`src/rtl/id_ex_reg_pkg.sv`:
```
// Shared core package: decode select encodings, register constants
// and the control bundle carried from ID into EX.
package id_ex_reg_pkg;

  localparam int ALU_OP_W = 4;
  localparam logic [4:0] REG_RA = 5'd31;

  typedef enum logic [1:0] {
    EXT_ZERO  = 2'b00,
    EXT_SIGN  = 2'b01,
    EXT_LUI   = 2'b10,
    EXT_SHAMT = 2'b11
  } ext_sel_e;

  typedef enum logic [1:0] {
    DST_RT = 2'b00,
    DST_RD = 2'b01,
    DST_RA = 2'b10
  } dst_sel_e;

  typedef struct packed {
    logic [ALU_OP_W-1:0] alu_op;
    logic                reg_write;
    logic                mem_read;
    logic                mem_write;
    logic                alu_src;
  } ex_ctrl_t;

endpackage

```
`src/rtl/id_ex_reg_if.sv`:
```
// Decode-to-execute bundle: decode fields in, registered EX operands
// and the upstream freeze request out.
interface id_ex_reg_if #(
  parameter int DATA_W = 32
);
  logic              stall;
  logic              flush;
  logic              in_valid;
  logic [31:0]       instr;
  logic [DATA_W-1:0] rs_data;
  logic [DATA_W-1:0] rt_data;
  logic [1:0]        ext_sel;
  logic [1:0]        dst_sel;
  logic              uses_rt;
  logic [3:0]        alu_op;
  logic              reg_write;
  logic              mem_read;
  logic              mem_write;
  logic              alu_src;

  logic              hazard_stall;
  logic              ex_valid;
  logic [DATA_W-1:0] ex_rs_data;
  logic [DATA_W-1:0] ex_rt_data;
  logic [DATA_W-1:0] ex_imm;
  logic [4:0]        ex_dest;
  logic [3:0]        ex_alu_op;
  logic              ex_reg_write;
  logic              ex_mem_read;
  logic              ex_mem_write;
  logic              ex_alu_src;
  logic [15:0]       bubble_cnt;

  modport master (
    output stall, flush, in_valid, instr,
    output rs_data, rt_data, ext_sel, dst_sel,
    output uses_rt, alu_op, reg_write,
    output mem_read, mem_write, alu_src,
    input  hazard_stall, ex_valid,
    input  ex_rs_data, ex_rt_data, ex_imm,
    input  ex_dest, ex_alu_op, ex_reg_write,
    input  ex_mem_read, ex_mem_write, ex_alu_src,
    input  bubble_cnt
  );

  modport slave (
    input  stall, flush, in_valid, instr,
    input  rs_data, rt_data, ext_sel, dst_sel,
    input  uses_rt, alu_op, reg_write,
    input  mem_read, mem_write, alu_src,
    output hazard_stall, ex_valid,
    output ex_rs_data, ex_rt_data, ex_imm,
    output ex_dest, ex_alu_op, ex_reg_write,
    output ex_mem_read, ex_mem_write, ex_alu_src,
    output bubble_cnt
  );
endinterface

```
`src/rtl/id_ex_reg_imm_extend.sv`:
```
// Immediate extension: zero, sign, LUI or shamt from the low
// instruction half-word.
module imm_extend
  import id_ex_reg_pkg::*;
#(
  parameter int DATA_W = 32,
  parameter int IMM_W  = 16
) (
  input  logic [IMM_W-1:0]  field,
  input  logic [1:0]        sel,
  output logic [DATA_W-1:0] imm
);

  always_comb begin
    imm = '0;
    unique case (sel)
      EXT_ZERO:
        imm = {{(DATA_W-IMM_W){1'b0}}, field};
      EXT_SIGN:
        imm = {{(DATA_W-IMM_W){field[IMM_W-1]}}, field};
      EXT_LUI:
        imm = {field, {(DATA_W-IMM_W){1'b0}}};
      EXT_SHAMT:
        imm = {{(DATA_W-5){1'b0}}, field[10:6]};
    endcase
  end

endmodule

```
`src/rtl/id_ex_reg.sv`:
```
// ID/EX pipeline register with immediate extension, destination
// select and load-use bubble insertion.
module id_ex_reg
  import id_ex_reg_pkg::*;
#(
  parameter int DATA_W = 32,
  parameter int IMM_W  = 16
) (
  input logic         clk,
  input logic         reset,
  id_ex_reg_if.slave  bus
);

  logic [DATA_W-1:0] imm_d;
  logic [4:0]        dest_d;
  ex_ctrl_t          ctrl_d;
  logic              hazard;

  logic              valid_q;
  logic [DATA_W-1:0] rs_q;
  logic [DATA_W-1:0] rt_q;
  logic [DATA_W-1:0] imm_q;
  logic [4:0]        dest_q;
  ex_ctrl_t          ctrl_q;
  logic [15:0]       bubble_cnt_q;

  imm_extend #(
    .DATA_W (DATA_W),
    .IMM_W  (IMM_W)
  ) u_imm_extend (
    .field (bus.instr[IMM_W-1:0]),
    .sel   (bus.ext_sel),
    .imm   (imm_d)
  );

  // The reserved select falls back to r0 so it can never write.
  always_comb begin
    dest_d = '0;
    case (bus.dst_sel)
      DST_RT:  dest_d = bus.instr[20:16];
      DST_RD:  dest_d = bus.instr[15:11];
      DST_RA:  dest_d = REG_RA;
      default: dest_d = '0;
    endcase
  end

  always_comb begin
    ctrl_d = '0;
    if (bus.in_valid) begin
      ctrl_d.alu_op    = bus.alu_op;
      ctrl_d.reg_write = bus.reg_write;
      ctrl_d.mem_read  = bus.mem_read;
      ctrl_d.mem_write = bus.mem_write;
      ctrl_d.alu_src   = bus.alu_src;
    end
  end

  assign hazard = valid_q & ctrl_q.mem_read
                & (dest_q != 5'd0) & bus.in_valid
                & ((dest_q == bus.instr[25:21])
                  | (bus.uses_rt
                    & (dest_q == bus.instr[20:16])));

  // Upstream is already frozen under stall, and flush kills the slot.
  assign bus.hazard_stall = hazard & ~bus.stall & ~bus.flush;

  always_ff @(posedge clk or posedge reset) begin
    if (reset) begin
      valid_q      <= 1'b0;
      rs_q         <= '0;
      rt_q         <= '0;
      imm_q        <= '0;
      dest_q       <= '0;
      ctrl_q       <= '0;
      bubble_cnt_q <= '0;
    end else if (bus.flush) begin
      valid_q <= 1'b0;
      rs_q    <= '0;
      rt_q    <= '0;
      imm_q   <= '0;
      dest_q  <= '0;
      ctrl_q  <= '0;
    end else if (bus.stall) begin
      valid_q <= valid_q;
    end else if (hazard) begin
      valid_q <= 1'b0;
      rs_q    <= '0;
      rt_q    <= '0;
      imm_q   <= '0;
      dest_q  <= '0;
      ctrl_q  <= '0;
      if (bubble_cnt_q != 16'hFFFF)
        bubble_cnt_q <= bubble_cnt_q + 16'd1;
    end else begin
      valid_q <= bus.in_valid;
      rs_q    <= bus.rs_data;
      rt_q    <= bus.rt_data;
      imm_q   <= imm_d;
      dest_q  <= dest_d;
      ctrl_q  <= ctrl_d;
    end
  end

  assign bus.ex_valid     = valid_q;
  assign bus.ex_rs_data   = rs_q;
  assign bus.ex_rt_data   = rt_q;
  assign bus.ex_imm       = imm_q;
  assign bus.ex_dest      = dest_q;
  assign bus.ex_alu_op    = ctrl_q.alu_op;
  assign bus.ex_reg_write = ctrl_q.reg_write;
  assign bus.ex_mem_read  = ctrl_q.mem_read;
  assign bus.ex_mem_write = ctrl_q.mem_write;
  assign bus.ex_alu_src   = ctrl_q.alu_src;
  assign bus.bubble_cnt   = bubble_cnt_q;

endmodule

```
`src/flat_wrapper.sv`:
```
// flat-port wrapper written by rule: the top's interface ports become plain ports
module id_ex_reg_flat import id_ex_reg_pkg::*;
#(
  parameter int DATA_W = 32,
  parameter int IMM_W  = 16
)
  (clk, reset, bus_stall, bus_flush, bus_in_valid, bus_instr, bus_rs_data, bus_rt_data, bus_ext_sel, bus_dst_sel, bus_uses_rt, bus_alu_op, bus_reg_write, bus_mem_read, bus_mem_write, bus_alu_src, bus_hazard_stall, bus_ex_valid, bus_ex_rs_data, bus_ex_rt_data, bus_ex_imm, bus_ex_dest, bus_ex_alu_op, bus_ex_reg_write, bus_ex_mem_read, bus_ex_mem_write, bus_ex_alu_src, bus_bubble_cnt);
  id_ex_reg_if #(.DATA_W(DATA_W)) bus_i ();
  input logic clk;
  input logic reset;
  input wire logic [$bits(bus_i.stall)-1:0] bus_stall;
  input wire logic [$bits(bus_i.flush)-1:0] bus_flush;
  input wire logic [$bits(bus_i.in_valid)-1:0] bus_in_valid;
  input wire logic [$bits(bus_i.instr)-1:0] bus_instr;
  input wire logic [$bits(bus_i.rs_data)-1:0] bus_rs_data;
  input wire logic [$bits(bus_i.rt_data)-1:0] bus_rt_data;
  input wire logic [$bits(bus_i.ext_sel)-1:0] bus_ext_sel;
  input wire logic [$bits(bus_i.dst_sel)-1:0] bus_dst_sel;
  input wire logic [$bits(bus_i.uses_rt)-1:0] bus_uses_rt;
  input wire logic [$bits(bus_i.alu_op)-1:0] bus_alu_op;
  input wire logic [$bits(bus_i.reg_write)-1:0] bus_reg_write;
  input wire logic [$bits(bus_i.mem_read)-1:0] bus_mem_read;
  input wire logic [$bits(bus_i.mem_write)-1:0] bus_mem_write;
  input wire logic [$bits(bus_i.alu_src)-1:0] bus_alu_src;
  output wire logic [$bits(bus_i.hazard_stall)-1:0] bus_hazard_stall;
  output wire logic [$bits(bus_i.ex_valid)-1:0] bus_ex_valid;
  output wire logic [$bits(bus_i.ex_rs_data)-1:0] bus_ex_rs_data;
  output wire logic [$bits(bus_i.ex_rt_data)-1:0] bus_ex_rt_data;
  output wire logic [$bits(bus_i.ex_imm)-1:0] bus_ex_imm;
  output wire logic [$bits(bus_i.ex_dest)-1:0] bus_ex_dest;
  output wire logic [$bits(bus_i.ex_alu_op)-1:0] bus_ex_alu_op;
  output wire logic [$bits(bus_i.ex_reg_write)-1:0] bus_ex_reg_write;
  output wire logic [$bits(bus_i.ex_mem_read)-1:0] bus_ex_mem_read;
  output wire logic [$bits(bus_i.ex_mem_write)-1:0] bus_ex_mem_write;
  output wire logic [$bits(bus_i.ex_alu_src)-1:0] bus_ex_alu_src;
  output wire logic [$bits(bus_i.bubble_cnt)-1:0] bus_bubble_cnt;
  assign bus_i.stall = bus_stall;
  assign bus_i.flush = bus_flush;
  assign bus_i.in_valid = bus_in_valid;
  assign bus_i.instr = bus_instr;
  assign bus_i.rs_data = bus_rs_data;
  assign bus_i.rt_data = bus_rt_data;
  assign bus_i.ext_sel = bus_ext_sel;
  assign bus_i.dst_sel = bus_dst_sel;
  assign bus_i.uses_rt = bus_uses_rt;
  assign bus_i.alu_op = bus_alu_op;
  assign bus_i.reg_write = bus_reg_write;
  assign bus_i.mem_read = bus_mem_read;
  assign bus_i.mem_write = bus_mem_write;
  assign bus_i.alu_src = bus_alu_src;
  assign bus_hazard_stall = bus_i.hazard_stall;
  assign bus_ex_valid = bus_i.ex_valid;
  assign bus_ex_rs_data = bus_i.ex_rs_data;
  assign bus_ex_rt_data = bus_i.ex_rt_data;
  assign bus_ex_imm = bus_i.ex_imm;
  assign bus_ex_dest = bus_i.ex_dest;
  assign bus_ex_alu_op = bus_i.ex_alu_op;
  assign bus_ex_reg_write = bus_i.ex_reg_write;
  assign bus_ex_mem_read = bus_i.ex_mem_read;
  assign bus_ex_mem_write = bus_i.ex_mem_write;
  assign bus_ex_alu_src = bus_i.ex_alu_src;
  assign bus_bubble_cnt = bus_i.bubble_cnt;
  id_ex_reg #(.DATA_W(DATA_W), .IMM_W(IMM_W)) u_core (.clk(clk), .reset(reset), .bus(bus_i));
endmodule
```
`config.mk`:
```
export PLATFORM = sky130hd
export DESIGN_NAME = id_ex_reg_flat
export DESIGN_NICKNAME = d
export VERILOG_FILES = /design/src/rtl/id_ex_reg_pkg.sv /design/src/rtl/id_ex_reg_if.sv /design/src/rtl/id_ex_reg_imm_extend.sv /design/src/rtl/id_ex_reg.sv /design/src/flat_wrapper.sv
export SDC_FILE = /design/constraint.sdc
export NUM_CORES = 1
export LEC_CHECK = 0
export ABC_AREA = 1
export CAP_MARGIN = 20
export CORE_MARGIN = 2
export CORE_UTILIZATION = 43
export CTS_CLUSTER_DIAMETER = 40
export DETAILED_ROUTE_END_ITERATION = 8
export PLACE_DENSITY = 0.81
export SYNTH_ARGS = -nofsm -noshare
export SYNTH_HDL_FRONTEND = slang
export SYNTH_SLANG_ARGS = --single-unit
```
`constraint.sdc`:
```
create_clock -name clk -period 6.7 [get_ports clk]
set_input_delay 2.01 -clock clk [delete_from_list [all_inputs] [get_ports clk]]
set_output_delay 2.01 -clock clk [all_outputs]
set_load 0.005 [all_outputs]
```
==> results of run 1 <==
[flip-flops by register name, summed over array words and instances (netlist names), 4 cells and up]
register,count
u_core.bus.ex_dest,5
u_core.bus.ex_imm,32
u_core.bus.bubble_cnt,16
u_core.bus.ex_rs_data,32
u_core.bus.ex_alu_op,4
u_core.bus.ex_rt_data,32
[report_power, final]
| part | switching, mW | internal (mW) |
|---|---|---|
| logic | 0.106 | 0.139 |
| registers | 0.0207 | 0.796 |
| clock network | 0.351 | 0.692 |
[critical path: stages]
cell	delay (ps)
clkdlybuf4s50_1	490
inv_1	60
nand2_1	60
nand2_1	50
nor2_1	120
nand3_1	90
nand2_2	140
nand2_4	50
nor2_1	160
clkdlybuf4s50_1	560
[routing by layer]
layer | share of wire | vias up
met3 | 0.093 | 32
met1 | 0.40 | 2593
met2 | 0.48 | 244
met5 | 0 | -
li1 | - | 2680
met4 | 0.022 | 0
[kinds of logic after synthesis]
logic type | after synthesis | synth area share
simple gates | 430 | 0.3119
flops | 126 | 0.5484
buf+inv | 85 | 0.07182
compound gates | 48 | 0.04287
xor+xnor | 15 | 0.02285
fa+ha+maj | 1 | 0.002176
[final cells by class]
type / instances / area (um2) / area share
Clock buffer: 20 / 466.7 / 0.05292
Clock inverter: 12 / 206.4 / 0.02341
Inverter: 47 / 178.9 / 0.02029
Multi-Input combinational cell: 494 / 2206 / 0.2501
Sequential cell: 126 / 3153 / 0.3575
Tap cell: 176 / 220.2 / 0.02497
Timing Repair Buffer: 240 / 2387 / 0.2707
[stage by stage]
step                utilization  cells  setup slack, ps
detailed placement       0.6200   1083            955.3
global placement         0.6200   1083            991.3
global route             0.6712   1115            798.3
finish                   0.6712   1115            889.1
CTS                      0.6712   1115            920.5
floorplan                     -    705             1334
[worst paths after layout]
kind                                                from                       end  slack (ps)  cells past startpoint
worst max-delay path                       bus_instr[20]          bus_hazard_stall         890                     10
worst min-delay path            u_core.bus.ex_rs_data[2]  u_core.bus.ex_rs_data[2]         480                      2
worst max register to register     u_core.bus.ex_dest[2]     u_core.bus.ex_imm[13]        3970                      8
worst min register to register  u_core.bus.ex_rs_data[2]  u_core.bus.ex_rs_data[2]         480                      2
max in group asynchronous                          reset    u_core.bus.ex_mem_read        3850                      3
min in group asynchronous                          reset  u_core.bus.ex_rt_data[7]        1840                      2
[cell usage after synthesis, types with 3 or more instances]
library cell,instances
dfrtp_1,126
nand3_1,103
nor2_1,23
o21ai_1,6
xnor2_1,9
a21oi_1,8
o21ai_0,29
o22ai_1,5
nand2_1,293
buf_6,11
inv_1,45
xor2_1,6
clkbuf_1,22
nand4_1,4
buf_2,3
==> impl_metrics.csv, run 1 <==
group,metric,value,unit
sta,rsz0062_at_grt,"no",
final_layout,mostFrequentLayoutCell,"nand2_1",
sta,clock_skew,8.105,ps
worst_setup_path,end_kind,"output port",
logic_synthesis,synthCells,705,
place,place_hpwl,10.94,mm
power,power_density,238.4,nW/um2
worst_setup_path,critPathMaxFanout,3,
routing,routed_wl,16.72,mm
routing,initialDrtViolationCount,353,
logic_synthesis,yosysTopAreaCellShare,0.5484,
sta,final-setup-viol-count,0,
logic_synthesis,async_flop_share,1.000,
routing,drc,0,
final_layout,syn2layout_area_growth,53.38,%
power,p_leak,4.356,nW
grt,met1_usage,0.3084,
clocking,clk-insertion-delay-late,420,ps
routing,ant_nets,0,
outcome,outcome,"completed",
place,portBuffers,234,
logic_synthesis,post-synth-top-area-cell,"dfrtp_1",
sta,finalMaxSlewViolations,0,
routing,drt-pass1-iter-count,6,
logic_synthesis,syn_nets,820,
worst_setup_path,cp.arrival,3800,ps
grt,grt_pass1_wl,27.86,mm
grt,antenna_found_initial,0,
floorplan,die_area,14310,um2
sta,timing_hold_violations_final,0,
clocking,post_cts_buffers,0,
sta,final.min_clock_period,5811,ps
sta,finalSetupTns,0,ps
final_layout,layout-drive-gt1-share,0.05325,
power,total_power,2.103,mW
logic_synthesis,syn-mean-instance-area,8.155,um2
sta,maxSlewHeadroom,0.2867,
job,maxCapViolations,0,
floorplan,rows,42,
clocking,clkSinkCount,126,
clocking,ctsResizeCount,0,
min_path,hold_path_class,"reg -> reg",
clocking,cts_tree,"done",
place,dpl_cell_area,8145,um2
final_layout,n_antenna_cell,0,
sta,hold_ws,475.1,ps
clocking,cts_hold_buffers,0,
sta,fin_crit_sh,0.8673,
clocking,clk_pin_slew,60,ps
logic_synthesis,synth_seq_area_share,0.5484,
grt,use_met2,0.3929,
routing,avgViaCountPerCell,4.977,
final_layout,nFillCells,1079,
grt,top_usage_layer,"met2",
worst_setup_path,critical_path_class,"in -> out",
routing,vias,5549,
worst_setup_path,required,4690,ps
floorplan,ios,241,
final_layout,final_area,8818,um2
sta,worst_slew_pin_slew,1070,ps
logic_synthesis,synth_edf_count,0,
grt,overflow,0,
sta,max_freq,172.1,MHz
floorplan,core_area,13140,um2
clocking,cts.htree.levels,4,
routing,wl_per_cell,14.99,um
clocking,cts-root-buf,"clkbuf_16",
logic_synthesis,yosys-top-cells-area,"dfrtp_1 55%, nand2_1 19%, nand3_1 9.0%, inv_1 2.9%, o21ai_0 2.5%",
place,gp_congestion,0.8534,
power,ir_worst_vdd,148.1,uV
floorplan,die_y,119.6,um
clocking,cts_buffers,17,
logic_synthesis,synth_ff_type,"dfrtp_1",
grt,grtUsageMet3,0.09411,
logic_synthesis,synth_cell_type_count,23,
floorplan,start_util,0.4376,
final_layout,final_cell_mix,"292 x nand2_1, 234 x clkdlybuf4s50_1, 126 x dfrtp_1, 103 x nand3_1, 44 x inv_1",
logic_synthesis,synth_area,5749,um2
worst_setup_path,cp-start-kind,"primary input",
floorplan,die_w,119.6,um
clocking,clk_path_buf_depth,2,
final_layout,num-nets-final,1041,
logic_synthesis,ys_seq_elements,126,
grt,grt_max_degree,101,
grt,grt.total_usage,0.2469,
grt,grt_pass1_vias,5539,
logic_synthesis,yosys_warnings,0,
No activity file was read; power rests on OpenSTA's default activity.
==> inputs of run 2 (changes only) <==
--- a/config.mk
+++ b/config.mk
@@ -7,11 +7,12 @@
 export LEC_CHECK = 0
 export ABC_AREA = 1
 export CAP_MARGIN = 20
-export CORE_MARGIN = 2
-export CORE_UTILIZATION = 43
+export CORE_MARGIN = 4
+export CORE_UTILIZATION = 44
 export CTS_CLUSTER_DIAMETER = 40
 export DETAILED_ROUTE_END_ITERATION = 8
-export PLACE_DENSITY = 0.81
+export PLACE_DENSITY = 0.8
 export SYNTH_ARGS = -nofsm -noshare
 export SYNTH_HDL_FRONTEND = slang
+export SYNTH_HIERARCHICAL = 1
 export SYNTH_SLANG_ARGS = --single-unit
==> impl_metrics.csv, run 2 <==
group,metric,value,unit
outcome,outcome,"completed",
routing,dr_wl_met2,8.387,mm
min_path,hold_path_class,"reg -> reg",
logic_synthesis,synth_area,5928,um2
clocking,cts.htree.levels,4,
final_layout,layout-drive-gt1-share,0.05858,
final_layout,final_cell_mix,"329 x nand2_1, 234 x clkdlybuf4s50_1, 126 x dfrtp_1, 123 x nand3_1, 34 x nor2_1",
clocking,clkSinkCount,126,
sta,max_freq,167.3,MHz
clocking,cts_buffers,17,
worst_setup_path,cp-start-kind,"primary input",
routing,initialDrtViolationCount,496,
logic_synthesis,syn_nets,856,
logic_synthesis,async_flop_share,1.000,
power,total_power,2.050,mW
clocking,cts-root-buf,"clkbuf_16",
clocking,ctsResizeCount,0,
routing,vias,5598,
floorplan,core_area,13240,um2
routing,wl_per_cell,15.19,um
final_layout,n_antenna_cell,0,
place,gp_congestion,0.8409,
grt,grt_max_degree,107,
routing,drt-pass1-iter-count,5,
grt,antenna_found_initial,0,
place,place_ws,720.3,ps
floorplan,die_y,124.1,um
logic_synthesis,synth_seq_area_share,0.5319,
clocking,clk_path_buf_depth,2,
routing,avgViaCountPerCell,4.872,
logic_synthesis,post-synth-top-area-cell,"dfrtp_1",
floorplan,start_util,0.4477,
worst_setup_path,cp.arrival,3970,ps
place,place_hpwl,11.84,mm
final_layout,syn2layout_area_growth,51.50,%
sta,timing_hold_violations_final,0,
floorplan,rows,42,
sta,final-setup-viol-count,0,
power,p_leak,4.549,nW
sta,finalSetupTns,0,ps
logic_synthesis,yosys-top-cells-area,"dfrtp_1 53%, nand2_1 21%, nand3_1 10%, nor2_1 2.3%, inv_1 2.0%",
sta,fin_crit_sh,0.8920,
grt,grt_pass1_vias,5331,
clocking,clk-insertion-delay-late,410,ps
logic_synthesis,synthCells,741,
worst_setup_path,required,4690,ps
clocking,cts_hold_buffers,0,
floorplan,die_w,124.1,um
final_layout,mostFrequentLayoutCell,"nand2_1",
grt,grt_pass1_wl,27.05,mm
routing,wl_met1,7.369,mm
grt,overflow,0,
worst_setup_path,worst_path_dominant_cell_family,"buffers and inverters",
sta,maxSlewHeadroom,0.2714,
sta,final.min_clock_period,5977,ps
worst_setup_path,critical_path_class,"in -> out",
routing,dr_wl_met3,1.329,mm
logic_synthesis,yosysTopAreaCellShare,0.5319,
logic_synthesis,yosysMostFrequentCell,"nand2_1",
grt,grt.total_usage,0.2277,
routing,routed_wl,17.45,mm
logic_synthesis,yosys-top-cells-count,"329 x nand2_1, 126 x dfrtp_1, 123 x nand3_1",
worst_setup_path,critPathMaxFanout,10,
clocking,post_cts_buffers,0,
logic_synthesis,syn-mean-instance-area,8.000,um2
routing,ant_nets,0,
worst_setup_path,cp_slowest_stage_delay,710,ps
job,maxCapViolations,0,
sta,setup_ws,723.5,ps
worst_setup_path,crit_path_frequent_cell,"clkdlybuf4s50_1",
logic_synthesis,synth_edf_count,0,
sta,clock_skew,11.11,ps
sta,worst_slew_pin_slew,1090,ps
logic_synthesis,synth_ff_type,"dfrtp_1",
worst_setup_path,end_kind,"output port",
worst_setup_path,crit_chain,"clkdlybuf4s50_1, nand3_1, o21bai_1, inv_2, nand3_4, nor2_1, clkdlybuf4s50_1",
power,ir_worst_vdd,165.6,uV
logic_synthesis,synth_cell_type_count,25,
worst_setup_path,crit_path_top_delay_cell,"clkdlybuf4s50_1",
floorplan,die_area,15390,um2
routing,drc,0,
routing,maxUsedRoutingLayer,"met4",
sta,finalMaxSlewViolations,0,
final_layout,num-nets-final,1075,
clocking,clk_pin_slew,60,ps
floorplan,ios,241,
power,power_density,228.2,nW/um2
clocking,cts_tree,"done",
logic_synthesis,yosys_warnings,6,
worst_setup_path,path_buf_inv,3,
logic_synthesis,ys_seq_elements,126,
sta,rsz0062_at_grt,"no",
place,portBuffers,234,
[run 2: changes by cell type in the layout (fill, tap and decap cells not counted), sizes merged, moves of 3 or more]
cell      previous run  this run
nor2                25        37
nand3              105       127
xor2                 6         9
a21oi                8         0
inv                 48        39
clkinv               2         5
a221oi               0         5
nand2              294       331
clkinvlp             4         1
o21ai               35         0
xnor2                9         6
nand4                5        10
[run 2: layout make-up]
class | instances | area (um2)
Inverter | 39 | 148.9
Clock buffer | 22 | 474.2
Tap cell | 176 | 220.2
Fill cell | 1103 | 4262
Timing Repair Buffer | 242 | 2430
Multi-Input combinational cell | 534 | 2395
Sequential cell | 126 | 3153
Clock inverter | 10 | 160.2
[run 2: worst min-delay path, stage by stage, from the launching register on]
cell,delay (ps)
dfrtp_1,340
nand2_1,50
nand2_1,60
[run 2: logic make-up after synthesis]
logic type,synth area share
AND/OR/NAND/NOR,0.3624
buffers and inverters,0.06754
AO/OA/AOI/OAI,0.01393
XOR/XNOR,0.02216
adder cells (fa/ha/maj),0.002110
flip-flops,0.5319
[run 2: where the power goes]
group          total (mW)  internal (mW)  switching [mW]  leakage (nW)
Sequential          0.815          0.795          0.0200          1.70
Clock               0.977          0.651           0.326         0.310
Combinational       0.257          0.143           0.114          2.54
Total                2.05           1.59           0.460          4.55
[run 2: path summary, 6_finish.rpt]
check / startpoint / endpoint / slack, ps / depth (start not counted)
worst max-delay path: bus_in_valid / bus_hazard_stall / 720 / 7
worst min-delay path: u_core/bus.ex_imm[4] / u_core/bus.ex_imm[4] / 480 / 2
worst max register to register: u_core/bus.ex_dest[2] / u_core/bus.ex_dest[1] / 4380 / 9
worst min register to register: u_core/bus.ex_imm[4] / u_core/bus.ex_imm[4] / 480 / 2
max in group asynchronous: reset / u_core/bus.ex_rs_data[19] / 4060 / 4
min in group asynchronous: reset / u_core/bus.ex_rt_data[9] / 2050 / 3
[run 2: through the flow]
step	cell area (um2)	util	hold WS [ps]	cells
floorplan	5928	-	472.6	741
global placement	8304	0.6271	460.7	1115
detailed placement	8304	0.6271	463.9	1115
CTS	8939	0.6750	479.7	1147
global route	8981	0.6782	492.4	1149
finish	8981	0.6782	476.0	1149
[run 2: layer usage]
| layer | track usage | vias to the layer above |
|---|---|---|
| met2 | 0.3554 | 187 |
| met3 | 0.08583 | 26 |
| met1 | 0.2871 | 2597 |
| met5 | 0 | - |
| met4 | 0.08966 | 0 |
| li1 | - | 2788 |
